File: src/rtl/mul_div_sequencer.sv
// Single-issue MUL/DIV/MOD controller between execute and the shared multiplier/divider units.
// Optional build macro: MUL_DIV_SEQ_DIV_ZERO_BYPASS_EN (zero-denominator divides answered without dispatch).
module mul_div_sequencer #(
  parameter int DATA_WIDTH = 32,
  parameter int TAG_WIDTH  = 4
) (
  input  logic                  clk,
  input  logic                  rst,
  input  logic                  in_enable,
  input  logic [2:0]            in_op,
  input  logic [DATA_WIDTH-1:0] in_a,
  input  logic [DATA_WIDTH-1:0] in_b,
  input  logic [TAG_WIDTH-1:0]  in_tag,
  output logic                  out_ready,
  output logic                  out_valid,
  output logic [DATA_WIDTH-1:0] out_result,
  output logic [TAG_WIDTH-1:0]  out_tag,
  output logic                  out_illegal,
  output logic                  mul_enable,
  output logic [DATA_WIDTH-1:0] mul_x,
  output logic [DATA_WIDTH-1:0] mul_y,
  input  logic                  mul_can_accept_cmd,
  input  logic                  mul_data_ready,
  input  logic [DATA_WIDTH-1:0] mul_prod,
  output logic                  div_enable,
  output logic                  div_unsgn_or_sgn,
  output logic [DATA_WIDTH-1:0] div_num,
  output logic [DATA_WIDTH-1:0] div_denom,
  input  logic                  div_can_accept_cmd,
  input  logic                  div_data_ready,
  input  logic [DATA_WIDTH-1:0] div_quot,
  input  logic [DATA_WIDTH-1:0] div_rem
);

  typedef enum logic [1:0] {
    IDLE,
    ISSUE,
    WAIT_DONE,
    RESULT
  } state_t;

  localparam logic [2:0] OP_MUL  = 3'd0;
  localparam logic [2:0] OP_SDIV = 3'd2;
  localparam logic [2:0] OP_UMOD = 3'd3;
  localparam logic [2:0] OP_SMOD = 3'd4;

  state_t                state_q, state_d;
  logic [2:0]            op_q, op_d;
  logic [DATA_WIDTH-1:0] opA_q, opA_d;
  logic [DATA_WIDTH-1:0] opB_q, opB_d;
  logic [TAG_WIDTH-1:0]  tag_q, tag_d;
  logic [DATA_WIDTH-1:0] result_q, result_d;
  logic [TAG_WIDTH-1:0]  resTag_q, resTag_d;
  logic                  illegal_q, illegal_d;
  logic                  valid_q, valid_d;

  logic                  opLegal;
  logic                  opIsMul;
  logic                  opIsSigned;
  logic                  opIsMod;
  logic                  zeroBypass;
  logic                  targetCanAccept;
  logic                  targetReady;
  logic                  issueFire;
  logic [DATA_WIDTH-1:0] unitResult;

  assign opLegal    = (op_q <= OP_SMOD);
  assign opIsMul    = (op_q == OP_MUL);
  assign opIsSigned = (op_q == OP_SDIV) || (op_q == OP_SMOD);
  assign opIsMod    = (op_q == OP_UMOD) || (op_q == OP_SMOD);

`ifdef MUL_DIV_SEQ_DIV_ZERO_BYPASS_EN
  assign zeroBypass = opLegal && !opIsMul && (opB_q == '0);
`else
  assign zeroBypass = 1'b0;
`endif

  assign targetCanAccept = opIsMul ? mul_can_accept_cmd : div_can_accept_cmd;
  assign targetReady     = opIsMul ? mul_data_ready     : div_data_ready;
  assign unitResult      = opIsMul ? mul_prod : (opIsMod ? div_rem : div_quot);

  // A unit is only strobed while it reports it can take a command, so a busy unit stalls ISSUE.
  assign issueFire  = (state_q == ISSUE) && opLegal && !zeroBypass && targetCanAccept;
  assign mul_enable = issueFire && opIsMul;
  assign div_enable = issueFire && !opIsMul;

  assign div_unsgn_or_sgn = opIsSigned;
  assign mul_x            = opA_q;
  assign mul_y            = opB_q;
  assign div_num          = opA_q;
  assign div_denom        = opB_q;

  assign out_ready   = (state_q == IDLE);
  assign out_valid   = valid_q;
  assign out_result  = result_q;
  assign out_tag     = resTag_q;
  assign out_illegal = illegal_q;

  always_comb begin
    state_d   = state_q;
    op_d      = op_q;
    opA_d     = opA_q;
    opB_d     = opB_q;
    tag_d     = tag_q;
    result_d  = result_q;
    resTag_d  = resTag_q;
    illegal_d = illegal_q;
    valid_d   = 1'b0;
    case (state_q)
      IDLE: begin
        if (in_enable) begin
          op_d    = in_op;
          opA_d   = in_a;
          opB_d   = in_b;
          tag_d   = in_tag;
          state_d = ISSUE;
        end
      end
      ISSUE: begin
        if (!opLegal) begin
          result_d  = '0;
          resTag_d  = tag_q;
          illegal_d = 1'b1;
          valid_d   = 1'b1;
          state_d   = RESULT;
        end else if (zeroBypass) begin
          result_d  = opIsMod ? opA_q : '1;
          resTag_d  = tag_q;
          illegal_d = 1'b0;
          valid_d   = 1'b1;
          state_d   = RESULT;
        end else if (targetCanAccept) begin
          state_d = WAIT_DONE;
        end
      end
      // The unit drops can_accept_cmd after the strobe, so a stale data_ready is never taken here.
      WAIT_DONE: begin
        if (targetCanAccept && targetReady) begin
          result_d  = unitResult;
          resTag_d  = tag_q;
          illegal_d = 1'b0;
          valid_d   = 1'b1;
          state_d   = RESULT;
        end
      end
      RESULT: begin
        state_d = IDLE;
      end
      default: begin
        state_d = IDLE;
      end
    endcase
  end

  always_ff @(posedge clk) begin
    if (rst) begin
      state_q   <= IDLE;
      op_q      <= '0;
      opA_q     <= '0;
      opB_q     <= '0;
      tag_q     <= '0;
      result_q  <= '0;
      resTag_q  <= '0;
      illegal_q <= 1'b0;
      valid_q   <= 1'b0;
    end else begin
      state_q   <= state_d;
      op_q      <= op_d;
      opA_q     <= opA_d;
      opB_q     <= opB_d;
      tag_q     <= tag_d;
      result_q  <= result_d;
      resTag_q  <= resTag_d;
      illegal_q <= illegal_d;
      valid_q   <= valid_d;
    end
  end

endmodule

File: config.mk
export PLATFORM = sky130hd
export DESIGN_NAME = mul_div_sequencer
export DESIGN_NICKNAME = d
export VERILOG_FILES = /design/src/rtl/mul_div_sequencer.sv
export SDC_FILE = /design/constraint.sdc
export NUM_CORES = 1
export LEC_CHECK = 0
export CAP_MARGIN = 15
export CORE_MARGIN = 5
export CORE_UTILIZATION = 34
export CTS_CLUSTER_DIAMETER = 100
export DETAILED_ROUTE_END_ITERATION = 7
export MAX_ROUTING_LAYER = met4
export PLACE_DENSITY = 0.85
export SLEW_MARGIN = 20
export SYNTH_ARGS = -nofsm -noshare
export SYNTH_HDL_FRONTEND = slang
export SYNTH_SLANG_ARGS = --single-unit
export TNS_END_PERCENT = 10
File: constraint.sdc
create_clock -name clk -period 2 [get_ports clk]
set_input_delay 0.2 -clock clk [delete_from_list [all_inputs] [get_ports clk]]
set_output_delay 0.2 -clock clk [all_outputs]
set_load 0.05 [all_outputs]
# Word-level counts from Yosys, hierarchy flattened
# Index checks and enable logic that the tools add are counted.
# word_totals
ff_bits	111
inputBits	174
output_inout_bits	170
# op_classes
order_cmp	1
n_eq_ne	10
mux	21
n_reduce_logical	14
# ops
cell	n
$mux 32	4
$pmux 32 s2	1
$mux 2	4
$mux 4	2
$pmux 2 s4	1
$pmux 4 s2	1
$eq 3x2->1 const B	2
$mux 1	6
$ne 2x2->1 const B	3
$reduce_and 3->1	2
$logic_and 1x1->1	5
$eq 2x2->1 const B	2
$pmux 1 s2	2
$eq 3x3->1 const B	1
$le 3x3->1 const B	1
$logic_not 3->1	1
$ne 3x3->1 const B	1
$eq 2x1->1 const B	1
$logic_not 2->1	1
$logic_or 1x1->1	2
$reduce_and 2->1	1
$reduce_bool 2->1	1
$logic_not 1->1	1

# Depth between registers and ports, before layout
# Gate-level depths: netlist (run 1).
# depth
ltp_word	6
ltp_mapped	10
depth_no_buf	7

# Worst setup path before layout (run 1)
# No wires, ideal clock.
# synth_path
path_kind	reg2reg
startpoint	reg op_q[2]
endpoint	reg result_q[10] (netlist: out_result[10])
setup_time_ps	117
arrival_ps	1932
required_ps	1883
slack_ps	-49
path_stages_with_launch	10
synth_period_minus_slack_ps	2049
path_cell_list	dfxtp_1 > buf_4 > nor3_4 > mux2_4 > a22o_1 > buf_6 > and2_4 > buf_6 > buf_6 > a22o_1
# synth_via
elab_chain_cells	6
elab_cells_between_ends	15
cone_classes	order compare: 1; eq/ne: 4; mux: 6; reduce/logical: 4
# synth_rtl
item	line	rtl
start: declaration	48	logic [2:0] op_q, op_d;
start signal: assignment	168	op_q <= op_d;
$eq 3x2->1 or $eq 3x3->1 (tied branches)	70	assign opIsMod = (op_q == OP_UMOD) || (op_q == OP_SMOD);
$logic_or 1x1->1	70	
$mux 32 (2 in a row)	80	assign unitResult = opIsMul ? mul_prod : (opIsMod ? div_rem : div_quot);
$mux 32	138	if (targetCanAccept && targetReady) begin
$pmux 32 s2	109	case (state_q)
end signal: assignment	172	result_q <= result_d;
end: declaration	52	logic [DATA_WIDTH-1:0] result_q, result_d;
# Parallel ways exist; a longest one is shown, timed or not. The select of a mux whose other input is x is not followed.
# A chain may end at the register's enable or synchronous reset.

# Worst setup path after layout (run 1)
# layout_path
startpoint	reg op_q[0]
endpoint	reg result_q[0] (netlist: out_result[0])
# Same word-level chain as after synthesis.

==> impl_metrics.toml, run 1 <==
[status]
status = "complete, no violations"

[logic_synthesis]
yosys.area_share.simple_pct = 16.8
synth_top_family_by_area = "compound AO/OA/AOI/OAI gates"
synthMuxAreaShare_pct = 1.51
synth-seq-cells = 111
synth_fp_nets = 914
synth_xor_area_share_pct = 0.312
synthDistinctLibCells = 35
synth_compound_area_share_pct = 26.8
synth-adder-area-share_pct = 1.09
yosys_warnings = 0
ys_seq_area_share_pct = 39.5
synth_area_per_cell_um2 = 7.64
syn_inst = 736
syn-cell-area_mm2 = 0.00562

[clock_network]
ctsHoldBuffers = 0
cts_max_level = 3
cts-root-buf = "clkbuf_16"
cts_tree = "built"
cts_buffer_depth = 2
clk_pin_slew_ns = 0.08
cts_sinks = 111
numCtsBuffers = 9
clkLatencyLatePin_ns = 0.36

[finish]
nNetsFinal = 1172
instances_no_fill = 1220
layout-drive-gt1-share_pct = 6.51
syn2layout_area_growth_pct = 63.6
fill_cells = 1496

[sta]
fin_crit_sh_pct = 94.4
maxSlewViolCount = 0
hold_viol_final = 0
worst_pin_slew_ns = 0.831
fmax_ghz = 0.530
period_minus_slack_ns = 1.89
setup_slack_ns = 0.113
slew_headroom_pct = 44.6
clock_skew_ns = 0.00974
rsz0062_at_grt = "false"
setup_viol = 0

[min_path]
hold_class = "in -> reg"

[grt]
grt_pass1_vias = 5985
antenna_found_initial = 1
grt_pass1_wl_um = 32400
grt_usage_pct = 21.2
overflow = 0
grt_max_degree = 79

[die]
io_pins = 344
start_util_pct = 34.3
die-area_mm2 = 0.0192
core-area_mm2 = 0.0164
die_w_um = 139
row_count = 47
die_h_um = 139

[flow_run]
drv_cap = 0

[worst_setup_path]
critical_path.max_fanout = 21
arrival_ns = 2.13
worstPathRequired_ns = 2.25
endpoint_kind = "flop"
path_class = "reg -> reg"
cp-start-kind = "flop"

[drt]
via_count = 6082
viasPerCell = 4.99
drc_errors = 0
first_iter_violations = 270
wirelength_um = 20900
ant_nets = 0
routedWlPerCell_um = 17.1
dr.pass1.iters = 5

[placement]
dpl.hpwl_um = 15400
io_buffers = 343
place_congestion = 0.860
placedCellCount = 1199
place_ws_ns = -0.156

[power]
finalPower_w = 0.0104
power_density_mw_per_mm2 = 1130
vdd_drop_max_uv = 746
p_leak_nw = 3.44
[cell families (layout without fill, tap and decap cells)]
logic type	count (synthesis)	after routing
xor gates and xnor gates	2	2
and+or+nand+nor	238	240
buffers and inverters	131	392
AOI/OAI and AO/OA	241	241
muxes	8	8
DFF	111	111
adders and majority gates	5	5
other	0	1
[through the flow]
stage | TNS (ns) | area, um^2 | hold slack, ns | utilization (%)
after floorplan | -0.941 | 5630 | 0.336 | -
after global placement | -10.75 | 8790 | 0.441 | 53.6
after detailed placement | -2.80 | 8810 | 0.449 | 53.7
after CTS | 0 | 9150 | 0.222 | 55.8
after global routing | 0 | 9200 | 0.343 | 56.0
final | 0 | 9200 | 0.314 | 56.0
[critical path: stages, from the launching register on]
cell and delay (ns):
dfxtp_2 0.32, buf_6 0.17, nor3_4 0.21, mux2_4 0.33, a22o_2 0.28, and2_4 0.22, a22o_1 0.25
[synth_stat cells]
cell type | instances | area (um^2)
nor3_4 | 1 | 16.3
xnor2_1 | 2 | 17.5
buf_1 | 9 | 33.8
nor2b_1 | 1 | 6.26
inv_1 | 5 | 18.8
buf_4 | 67 | 503
a21oi_1 | 137 | 686
a31oi_1 | 1 | 6.26
clkbuf_1 | 41 | 154
and2_1 | 1 | 6.26
nor2_1 | 74 | 278
mux2i_1 | 7 | 70.1
mux2_4 | 1 | 15.0
and3_1 | 1 | 6.26
ha_1 | 4 | 50.1
o21a_2 | 1 | 8.76
o21a_1 | 2 | 15.0
buf_6 | 5 | 56.3
o22a_1 | 32 | 280
and2_4 | 1 | 8.76
nor3_1 | 4 | 20.0
nor4bb_1 | 1 | 10.0
a22o_1 | 33 | 289
nor3_2 | 1 | 10.0
o211ai_1 | 1 | 7.51
buf_2 | 4 | 20.0
nand2_1 | 150 | 563
dfxtp_1 | 111 | 2220
nor4_1 | 1 | 6.26
o22ai_1 | 32 | 200
o21ai_0 | 1 | 5.00
a32oi_1 | 1 | 8.76
or2_1 | 1 | 6.26
nand2_2 | 1 | 6.26
maj3_2 | 1 | 11.3
[power by group]
group	internal, W	total (W)	switching (W)	leakage [nW]
sequential	0.00254	0.00280	0.000258	0.906
combinational	0.00206	0.00569	0.00363	2.38
clock	0.00102	0.00193	0.000909	0.159
total	0.00562	0.0104	0.00480	3.44
[layer usage]
layer  global-route usage (%)  share of wire, %  wire, um  vias to the layer above
met1                     24.4                40      8280                     2789
met3                     6.24               8.7      1810                       21
met4                     5.77               1.4       293                        0
met5                        -                 0         0                        -
met2                     36.2                50     10500                      281
li1                         -                 -         -                     2991
[worst paths after layout]
check                              start            end  slack (ns)  cells after the start
worst min-delay path                 rst      out_valid        0.31                      4
worst max-delay path             op_q[0]  out_result[0]        0.11                      6
worst min register to register  tag_q[1]       tag_q[1]        0.46                      2
worst max register to register   op_q[0]  out_result[0]        0.11                      6
[layout by cell type, fill, tap and decap left out, types with 2 or more instances in the layout]
cell             netlist  final
clkdlybuf4s50_1        0    338
nand2_1              150    149
a21oi_1              137    137
dfxtp_1              111    109
nor2_1                74     74
o22a_1                32     32
o22ai_1               32     32
a22o_1                33     32
buf_4                 67     27
clkbuf_16              0      9
mux2i_1                7      7
inv_1                  5      5
ha_1                   4      4
and2_4                 1      3
nor3_1                 4      3
clkinv_8               0      3
buf_12                 0      3
nor3_4                 1      2
nand2_2                1      2
o21a_1                 2      2
inv_6                  0      2
dfxtp_2                0      2
[state kept, by name, summed over array words and instances (netlist names)]
name / flops
div_num: 32
out_valid: 1
div_denom: 32
out_tag: 4
op_q: 3
out_illegal: 1
state_q: 2
out_result: 32
tag_q: 4
[what timing repair did]
action,4_1_cts,5_1_grt
setup buffers,2,0
pin swaps,1,2
cloned,0,2
endpoints found under the setup margin,15,31
hold endpoints to repair,0,0
resized for setup,0,6
[cell type report]
cell class | instances | area [um^2] | share of cell area [%]
inverter | 5 | 18.8 | 0.204
clock buffer | 9 | 225 | 2.45
antenna | 1 | 2.50 | 0.0272
sequential | 111 | 2220 | 24.2
clock inverter | 7 | 105 | 1.14
multi-input combinational | 496 | 2670 | 29.0
timing repair buffer | 371 | 3680 | 40.0
tap | 220 | 275 | 2.99
Power figures use the tool's default switching activity.
==> run 2: changes to the inputs <==
GPL_TIMING_DRIVEN = 0   (was unset)
==> run 2 against run 1 <==
  * The run now ends with negative setup slack left
  * Wire length rose by 12%
  * Die area did not move
  * Power rose by 3.3%
  * Non-clock buffer count rose by 102
  * Fmax fell by 6.5%
  * Count of clock-buffer cells in the layout did not move
  * Via count rose by 10%
  * Sequential share of layout area fell by 1.4 points
  * First-iteration DRC count rose by 7.8%
  * Global-route usage rose by 2.5 points
==> impl_metrics.toml, run 2 (synthesized netlist as in run 1, its figures left out) <==
[die]
row_count = 47
start_util_pct = 34.3
io_pins = 344
die_w_um = 139
die-area_mm2 = 0.0192
core-area_mm2 = 0.0164
die_h_um = 139

[power]
p_leak_nw = 3.80
comb_power_share_pct = 56.9
p_switching_w = 0.00500
vdd_drop_max_uv = 659
seq_power_share_pct = 26.2
p_int_w = 0.00576
switching_share_pct = 46.5
power_density_mw_per_mm2 = 1100
p_clk_share_pct = 17.0

[sta]
fin_crit_sh_pct = 101
hold_viol_final = 0
slew_headroom_pct = 61.4
setup_viol = 1
rsz0062_at_grt = "true"
fmax_ghz = 0.495
clock_skew_ns = 0.0109
period_minus_slack_ns = 2.02
setup_slack_ns = -0.0186
maxSlewViolCount = 0
fin_hold_ws_ns = 0.359
worst_pin_slew_ns = 0.579

[drt]
wirelength_um = 23400
dr.pass1.iters = 5
drc_errors = 0
routedWlPerCell_um = 17.7
first_iter_violations = 291
via_count = 6710
viasPerCell = 5.08
ant_nets = 0

[grt]
grt_max_degree = 22
overflow = 0
grt_usage_pct = 23.8
grt_pass1_vias = 6691
grt_pass1_wl_um = 36000
antenna_found_initial = 1

[clock_network]
cts_max_level = 3
cts_sinks = 111
cts_tree = "built"
clk_pin_slew_ns = 0.08
clkLatencyLatePin_ns = 0.35
cts-root-buf = "clkbuf_16"
numCtsBuffers = 9
cts_buffer_depth = 2

[finish]
postLayoutCoreUtil_pct = 59.5
instances_no_fill = 1320
final_cell_mix = "clkdlybuf4s50_1, nand2_1, a21oi_1"
fill_cells = 1412
regArea_mm2 = 0.00223
mostFrequentLayoutCell = "clkdlybuf4s50_1"
multi_input_area_mm2 = 0.00265
nNetsFinal = 1272
syn2layout_area_growth_pct = 73.7
layout-drive-gt1-share_pct = 11.2

[worst_setup_path]
cp_num_buf_inv = 2
path_class = "reg -> reg"
arrival_ns = 2.31
critical_path.max_fanout = 10
slowest_stage = "xnor2_1"
cp-start-kind = "flop"
crit_chain = "buf_4 > xnor2_1 > clkbuf_1 > o22ai_1 > a21oi_1 > a22o_1"
worstPathRequired_ns = 2.29
cpPeakStageDelay_ns = 0.47
crit_family = "buffers and inverters"
endpoint_kind = "flop"

[placement]
place_congestion = 0.924
dpl.hpwl_um = 18200
io_buffers = 342
placedCellCount = 1298

[status]
violations = "negative setup slack"
status = "complete, but fails checks"

[min_path]
hold_class = "in -> reg"

[flow_run]
drv_cap = 0
[run 2: power by group through the flow]
stage	clock (W)	sequential, W	combinational [W]
finish	0.00182	0.00282	0.00612
global route	0.00195	0.00287	0.00649
CTS	0.00187	0.00282	0.00606
detailed placement	0	0.00286	0.00600
global placement	0	0.00285	0.00594
floorplan	0	0.00381	0.00302
[run 2: routing by layer]
layer	vias up	part of all wire, %	GRT usage, %
met5	-	0	-
met2	338	49	41.2
met3	44	8.3	5.59
li1	3183	-	-
met1	3145	39	26.7
met4	0	3.4	8.89
[run 2: area by class of cell]
class                      count  area share (%)
timing repair buffer         349            35.7
multi-input combinational    494            27.2
sequential                   111            22.8
buffer                       124            8.19
tap                          220            2.82
clock buffer                   9            2.31
clock inverter                 7           0.769
inverter                       5           0.192
antenna                        1          0.0256
[run 2: timing repair]
item,CTS,global route
gates cloned,0,2
setup endpoints to repair,40,95
buffers inserted,3,2
pin swaps,8,4
hold buffers,0,0
gates resized for setup,31,25
[run 2: path summary, 6_finish.rpt]
path / from / end / slack [ns] / cells after the start
worst min-delay path: rst / state_q[0] / 0.36 / 2
worst max register to register: op_q[1] / out_result[21] / -0.02 / 6
worst min register to register: tag_q[2] / tag_q[2] / 0.47 / 2
worst max-delay path: op_q[1] / out_result[21] / -0.02 / 6
[run 2: metrics by stage]
| stage | instance area [um^2] | setup TNS (ns) | power [W] | setup WS, ns |
|---|---|---|---|---|
| 2_1_floorplan | 5630 | -0.941 | 0.00682 | -0.0325 |
| 3_3_place_gp | 9320 | -5.30 | 0.00879 | -0.541 |
| 3_5_place_dp | 9320 | -5.85 | 0.00886 | -0.556 |
| 4_1_cts | 9690 | -0.242 | 0.0108 | -0.0217 |
| 5_1_grt | 9760 | -0.898 | 0.0113 | -0.0901 |
| 6_report | 9760 | -0.0186 | 0.0108 | -0.0186 |
==> run 3: changes to the inputs <==
SLEW_MARGIN = 15   (was 20)
==> results of run 3 <==
Same layout as run 2: the final DEF is identical, and so are final timing and power.
